[src/rtl/viterbi_acs_unit.sv]
// Add-compare-select stage for the 4-state (7,5) K=3 Viterbi decoder.
// Normalized path metrics, per-step survivor decisions, and frame tracking with best end state.
//
// state | meaning
// ------+-----------------------------------------------------------
// IDLE  | waiting for in_valid & start; path metrics are stale
// RUN   | frame in progress; each in_valid is one trellis step
module viterbi_acs_unit #(
    parameter int PM_W      = 12,
    parameter int FRAME_LEN = 64,
    parameter int INIT_PM   = 1024
) (
    input  logic                   CLK,
    input  logic                   RST,
    input  logic                   in_valid,
    input  logic                   start,
    input  logic signed [7:0]      edge_00,
    input  logic signed [7:0]      edge_11,
    input  logic signed [7:0]      edge_10,
    input  logic signed [7:0]      edge_01,
    output logic                   dec_valid,
    output logic [3:0]             dec,
    output logic                   dec_last,
    output logic [1:0]             best_state,
    output logic [4*PM_W-1:0]      pm,
    output logic                   busy
);
    localparam int CNT_W = 12;
    localparam logic [0:0] ST_IDLE = 1'b0;
    localparam logic [0:0] ST_RUN  = 1'b1;
    localparam logic [CNT_W-1:0] LAST_CNT = CNT_W'(FRAME_LEN - 1);
    localparam logic signed [PM_W-1:0] INIT_V = PM_W'(INIT_PM);
    localparam logic signed [PM_W+1:0] SAT_HI = {3'b000, {(PM_W-1){1'b1}}};
    localparam logic signed [PM_W+1:0] SAT_LO = {3'b111, {(PM_W-1){1'b0}}};

    logic [0:0]              state;
    logic [CNT_W-1:0]        step_cnt;
    logic signed [PM_W-1:0]  pm_q [4];

    logic                    init_now;
    logic                    accept;
    logic                    last_n;
    logic signed [PM_W-1:0]  cur [4];
    logic signed [PM_W-1:0]  min_a;
    logic signed [PM_W-1:0]  min_b;
    logic signed [PM_W-1:0]  min_cur;
    logic signed [7:0]       br0 [4];
    logic signed [7:0]       br1 [4];
    logic signed [PM_W:0]    c0 [4];
    logic signed [PM_W:0]    c1 [4];
    logic signed [PM_W:0]    sel [4];
    logic signed [PM_W+1:0]  diff [4];
    logic signed [PM_W-1:0]  pm_n [4];
    logic [3:0]              dec_n;
    logic [1:0]              best_n;
    logic signed [PM_W-1:0]  best_pm;

    always_comb begin
        init_now = in_valid & start;
        accept   = in_valid & (start | (state == ST_RUN));
        last_n   = (state == ST_RUN) & ~start & (step_cnt == LAST_CNT);
    end

    // A start step always runs from the initial metrics, even mid-frame.
    always_comb begin
        for (int i = 0; i < 4; i++) begin
            cur[i] = pm_q[i];
            if (init_now) begin
                cur[i] = (i == 0) ? '0 : INIT_V;
            end
        end
    end

    always_comb begin
        min_a   = (cur[1] < cur[0]) ? cur[1] : cur[0];
        min_b   = (cur[3] < cur[2]) ? cur[3] : cur[2];
        min_cur = (min_b < min_a) ? min_b : min_a;
    end

    always_comb begin
        br0[0] = edge_00;  br1[0] = edge_11;
        br0[1] = edge_10;  br1[1] = edge_01;
        br0[2] = edge_11;  br1[2] = edge_00;
        br0[3] = edge_01;  br1[3] = edge_10;
    end

    // Predecessors of next state {u,a} are {a,0} and {a,1}.
    always_comb begin
        dec_n = '0;
        for (int s = 0; s < 4; s++) begin
            c0[s] = $signed({cur[{s[0], 1'b0}][PM_W-1], cur[{s[0], 1'b0}]})
                  + $signed({{(PM_W-7){br0[s][7]}}, br0[s]});
            c1[s] = $signed({cur[{s[0], 1'b1}][PM_W-1], cur[{s[0], 1'b1}]})
                  + $signed({{(PM_W-7){br1[s][7]}}, br1[s]});
            dec_n[s] = (c1[s] < c0[s]);
            sel[s]   = dec_n[s] ? c1[s] : c0[s];
            diff[s]  = $signed({sel[s][PM_W], sel[s]})
                     - $signed({{2{min_cur[PM_W-1]}}, min_cur});
            if (diff[s] > SAT_HI) begin
                pm_n[s] = SAT_HI[PM_W-1:0];
            end else if (diff[s] < SAT_LO) begin
                pm_n[s] = SAT_LO[PM_W-1:0];
            end else begin
                pm_n[s] = diff[s][PM_W-1:0];
            end
        end
    end

    always_comb begin
        best_n  = 2'd0;
        best_pm = pm_n[0];
        for (int i = 1; i < 4; i++) begin
            if (pm_n[i] < best_pm) begin
                best_pm = pm_n[i];
                best_n  = 2'(i);
            end
        end
    end

    always_ff @(posedge CLK) begin
        if (RST) begin
            state      <= ST_IDLE;
            step_cnt   <= '0;
            dec_valid  <= 1'b0;
            dec        <= '0;
            dec_last   <= 1'b0;
            best_state <= '0;
            for (int i = 0; i < 4; i++) begin
                pm_q[i] <= '0;
            end
        end else begin
            dec_valid <= accept;
            dec_last  <= accept & last_n;
            if (accept) begin
                dec        <= dec_n;
                best_state <= best_n;
                for (int i = 0; i < 4; i++) begin
                    pm_q[i] <= pm_n[i];
                end
                if (last_n) begin
                    state    <= ST_IDLE;
                    step_cnt <= '0;
                end else begin
                    state    <= ST_RUN;
                    step_cnt <= init_now ? CNT_W'(1) : step_cnt + CNT_W'(1);
                end
            end
        end
    end

    for (genvar g = 0; g < 4; g++) begin : g_pm
        assign pm[g*PM_W +: PM_W] = pm_q[g];
    end

    assign busy = (state == ST_RUN);

endmodule

[config.mk]
export PLATFORM = sky130hd
export DESIGN_NAME = viterbi_acs_unit
export DESIGN_NICKNAME = d
export VERILOG_FILES = /design/src/rtl/viterbi_acs_unit.sv
export SDC_FILE = /design/constraint.sdc
export NUM_CORES = 1
export LEC_CHECK = 0
export BUFFER_PORTS_ARGS = -buffer_cell sky130_fd_sc_hd__buf_4
export CORE_ASPECT_RATIO = 1.5
export CORE_UTILIZATION = 40
export CTS_BUF_LIST = sky130_fd_sc_hd__clkbuf_16
export DETAILED_ROUTE_END_ITERATION = 16
export GPL_TIMING_DRIVEN = 0
export PLACE_DENSITY = 0.69
export RECOVER_POWER = 50
export SYNTH_ARGS = -nofsm -noshare
export SYNTH_HDL_FRONTEND = slang
export SYNTH_SLANG_ARGS = --single-unit
[constraint.sdc]
create_clock -name CLK -period 22.4 [get_ports CLK]
set_input_delay 4.48 -clock CLK [delete_from_list [all_inputs] [get_ports CLK]]
set_output_delay 4.48 -clock CLK [all_outputs]
set_load 0.02 [all_outputs]
==> report_table.html <==
<table>
<tr><th>Metric</th><th>Value</th></tr>
<tr><th colspan="2">Floorplanning</th></tr>
<tr><td>Starting utilization of the core area</td><td>about 41%</td></tr>
<tr><td>Die area</td><td>around 34000 µm²</td></tr>
<tr><td>Core Box Area</td><td>32600 µm²</td></tr>
<tr><td>Height of the die</td><td>225 µm</td></tr>
<tr><td>Die Span X</td><td>151 µm</td></tr>
<tr><td>Number of rows created at floorplan</td><td>81</td></tr>
<tr><td>I/O pins</td><td>93</td></tr>
<tr><th colspan="2">Worst setup path</th></tr>
<tr><td>Kind of cell adding the most delay to the critical path</td><td>compound AO/OA/AOI/OAI gates</td></tr>
<tr><td>Setup crit start kind</td><td>input pin</td></tr>
<tr><td>Critical Path RT</td><td>22.60 ns</td></tr>
<tr><td>Kind of capture point of the worst setup path</td><td>register</td></tr>
<tr><td>Arrival time of the worst setup path</td><td>21.38 ns</td></tr>
<tr><td>Delay of the slowest cell on the worst path</td><td>0.80 ns</td></tr>
<tr><td>Buffer and inverter count on the worst path</td><td>10</td></tr>
<tr><td>Type of the worst setup path</td><td>in -&gt; reg</td></tr>
<tr><td>Slowest cell on the critical path</td><td>mux2i_1</td></tr>
<tr><td>Biggest fanout along the worst timing path</td><td>10</td></tr>
<tr><td>Most frequent cell on the critical path</td><td>a21oi_1</td></tr>
<tr><th colspan="2">Timing</th></tr>
<tr><td>Clock Skews</td><td>between 0.005 and 0.006 ns</td></tr>
<tr><td>Tightest Pin Transition</td><td>2.10 ns</td></tr>
<tr><td>Number of hold violations in the final report</td><td>0</td></tr>
<tr><td>Upper clock frequency limit</td><td>0.0472 GHz</td></tr>
<tr><td>Total count of max-transition violations in the final report</td><td>40</td></tr>
<tr><td>Final critical delay including setup and external delays</td><td>about 21 ns</td></tr>
<tr><td>TNS Setup</td><td>0 ns</td></tr>
<tr><td>Part of the cycle the worst path needs</td><td>a little over nine tenths</td></tr>
<tr><td>Final setup viols</td><td>0</td></tr>
<tr><td>Max-Slew Margin vs Limit</td><td>-39.7%</td></tr>
<tr><td>RSZ-0062 raised after global routing</td><td>no</td></tr>
<tr><th colspan="2">Yosys</th></tr>
<tr><td>Cell count after synthesis</td><td>~1700</td></tr>
<tr><td>Post-synthesis area per instance</td><td>7.84 µm²</td></tr>
<tr><td>Netlist Area Pre-Place</td><td>13300 µm²</td></tr>
<tr><td>Count of flip-flops with a built-in enable after synthesis</td><td>48</td></tr>
<tr><td>Share of flip-flops with an asynchronous set or reset after synthesis</td><td>0%</td></tr>
<tr><td>Yosys warning count</td><td>0</td></tr>
<tr><td>Sequential element share of the synthesized area</td><td>around 14%</td></tr>
<tr><td>Distinct cell type count of the synthesized netlist</td><td>79</td></tr>
<tr><td>Primary FF master, synth</td><td>edfxtp_1</td></tr>
<tr><td>Number of flip-flops and latches in the synthesized netlist</td><td>69</td></tr>
<tr><td>Post-synth net total</td><td>1988</td></tr>
<tr><th colspan="2">Placed design</th></tr>
<tr><td>Buffers added on ports</td><td>just over 90</td></tr>
<tr><td>Placer Congestion</td><td>0.968</td></tr>
<tr><td>Detail Placement HPWL</td><td>37900 µm</td></tr>
<tr><th colspan="2">Run status</th></tr>
<tr><td>Violations in the final reports</td><td>max-capacitance violations, max-slew violations</td></tr>
<tr><td>Result of the run</td><td>finished with violations</td></tr>
<tr><th colspan="2">Detailed routing</th></tr>
<tr><td>Iteration-0 DRC count of the detailed router</td><td>709</td></tr>
<tr><td>Total length of routed wires</td><td>44700 µm</td></tr>
<tr><td>Post-detailed-route wirelength per cell</td><td>~20 µm</td></tr>
<tr><td>DRC viols</td><td>0</td></tr>
<tr><td>First-pass detailed-route iteration total</td><td>5</td></tr>
<tr><td>Via density per instance</td><td>between 5 and 6</td></tr>
<tr><td>Number of vias after detailed routing</td><td>12865</td></tr>
<tr><td>Number of antenna-violating nets in the routed design</td><td>0</td></tr>
<tr><th colspan="2">Cells and area</th></tr>
<tr><td>Diode insertion count for antenna repair</td><td>0</td></tr>
<tr><td>Seq. cell area</td><td>1860 µm²</td></tr>
<tr><td>Area added between synthesis and finish</td><td>9.79%</td></tr>
<tr><td>Commonest non-fill, non-tap cell in the layout</td><td>ha_1</td></tr>
<tr><td>Most used cells in the layout excluding fill and tap cells</td><td>ha_1 (245), nand2_1 (142), a21oi_1 (142)</td></tr>
<tr><td>Share of layout cells above drive strength 1</td><td>5.93%</td></tr>
<tr><td>Filler cell count</td><td>3312</td></tr>
<tr><td>Final net count</td><td>between 2000 and 2500</td></tr>
<tr><td>Footprint of the multi-input gates</td><td>10800 µm²</td></tr>
<tr><th colspan="2">Global route</th></tr>
<tr><td>Total congestion overflow</td><td>0</td></tr>
<tr><td>Vias in the first global route</td><td>12784</td></tr>
<tr><td>Initial antenna violation count</td><td>0</td></tr>
<tr><td>Tot GR Track Use</td><td>26.5%</td></tr>
<tr><td>Maximum number of pins on one net before global-route repair</td><td>40</td></tr>
<tr><td>First-pass GRT wire length</td><td>67900 µm</td></tr>
<tr><th colspan="2">Clock network</th></tr>
<tr><td>Post CTS Setup Buffer Count</td><td>0</td></tr>
<tr><td>TritonCTS clock tree</td><td>yes</td></tr>
<tr><td>Post-CTS resize count</td><td>0</td></tr>
<tr><td>Worst skew pair latency</td><td>0.34 ns</td></tr>
<tr><td>CTS Root Buffer Type</td><td>clkbuf_16</td></tr>
<tr><td>Number of buffers added to fix hold violations after cts</td><td>0</td></tr>
<tr><td>Buffer depth of the longest clock path</td><td>2</td></tr>
<tr><td>CTS clk-pin slew, worst paths</td><td>0.06 ns</td></tr>
<tr><td>Clock sink total</td><td>69</td></tr>
<tr><td>Inserted Clock Buffers</td><td>9</td></tr>
<tr><td>H-tree depth reported by CTS</td><td>3</td></tr>
<tr><th colspan="2">Flow run</th></tr>
<tr><td>Number of maximum-capacitance violations</td><td>1</td></tr>
<tr><th colspan="2">Worst hold path</th></tr>
<tr><td>Path type of the worst min-delay path</td><td>reg -&gt; reg</td></tr>
</table>
## metal layers
| metal | global-route usage [%] | share of wire (%) |
|---|---|---|
| met1 | 26.9 | 37 |
| met2 | 47.8 | 49 |
| met3 | 3.04 | 4.1 |
| met5 | 0 | 0 |
| met4 | 21.9 | 9.4 |
## per-stage QoR
step | instances | instance area (µm²) | setup WS [ns] | util [%] | hold WS (ns)
5_1_grt | 2218 | 14600 | 0.135 | 44.7 | 0.503
2_1_floorplan | 1695 | 13300 | 4.75 | - | 0.438
3_3_place_gp | 2201 | 14500 | 0.844 | 44.4 | 0.452
4_1_cts | 2218 | 14800 | 0.962 | 45.4 | 0.476
3_5_place_dp | 2202 | 14500 | 0.655 | 44.5 | 0.470
6_report | 2218 | 14600 | 1.21 | 44.7 | 0.482
## kinds of logic (layout without fill, tap and decap cells)
logic type	after synthesis	after routing	share of synthesized area, %
compound gates	530	530	25.6
simple gates	489	489	17.6
fa+ha+maj	266	266	25.6
buf+inv	165	273	4.78
xor+xnor	120	120	7.91
flops	69	69	14.0
mux	56	56	4.54
## flip-flops by register name (all words and copies together), names as in the netlist
signal      count
best_state      2
busy            1
dec             4
dec_last        1
dec_valid       1
pm_q           48
step_cnt       12
## synthesized netlist by cell type, types with 7 or more instances
library cell / number / area (µm²)
a31oi_1: 11 / 68.8
o2111ai_1: 7 / 61.3
mux2_2: 21 / 236
o21ai_0: 113 / 566
a211oi_1: 20 / 150
nor4_1: 8 / 50.1
buf_2: 7 / 35.0
a21o_1: 84 / 631
o21ai_1: 19 / 95.1
o31ai_1: 8 / 60.1
fa_1: 12 / 240
mux2i_1: 31 / 310
nand2b_1: 30 / 188
o21bai_1: 23 / 173
and3_1: 10 / 62.6
nand3_1: 24 / 120
nor2b_1: 31 / 194
a21oi_1: 142 / 711
o21a_1: 28 / 210
nand4_1: 9 / 56.3
xnor2_1: 77 / 674
or2_2: 7 / 43.8
and2_1: 56 / 350
dfxtp_1: 21 / 420
nor3_1: 17 / 85.1
nor2_1: 134 / 503
or3_1: 10 / 62.6
nand2_1: 142 / 533
edfxtp_1: 48 / 1440
maj3_1: 8 / 80.1
xor2_1: 43 / 377
clkbuf_1: 29 / 109
inv_1: 126 / 473
ha_1: 245 / 3070
## path summary, 6_finish.rpt
path	startpoint	end	slack [ns]	depth (start not counted)
worst max-delay path	in_valid	best_state[1]$_SDFFE_PP0P_	1.21	73
worst max register to register	pm_q[3][4]$_SDFFCE_PN0P_	best_state[1]$_SDFFE_PP0P_	7.11	69
worst min register to register	step_cnt[11]$_SDFFE_PP0P_	step_cnt[11]$_SDFFE_PP0P_	0.48	1
worst min-delay path	step_cnt[11]$_SDFFE_PP0P_	step_cnt[11]$_SDFFE_PP0P_	0.48	1
## cell type report
cell class                      instances  area share (%)
Multi-Input combinational cell       1461            74.1
Sequential cell                        69            12.8
Tap cell                              415            3.56
Timing Repair Buffer                   92            3.27
Inverter                              126            3.24
Clock buffer                            9            1.54
Buffer                                 39            1.12
Clock inverter                          7           0.454
Power is not shown: default switching activity piles up to over one toggle a cycle in this logic, so the estimate is an artifact.
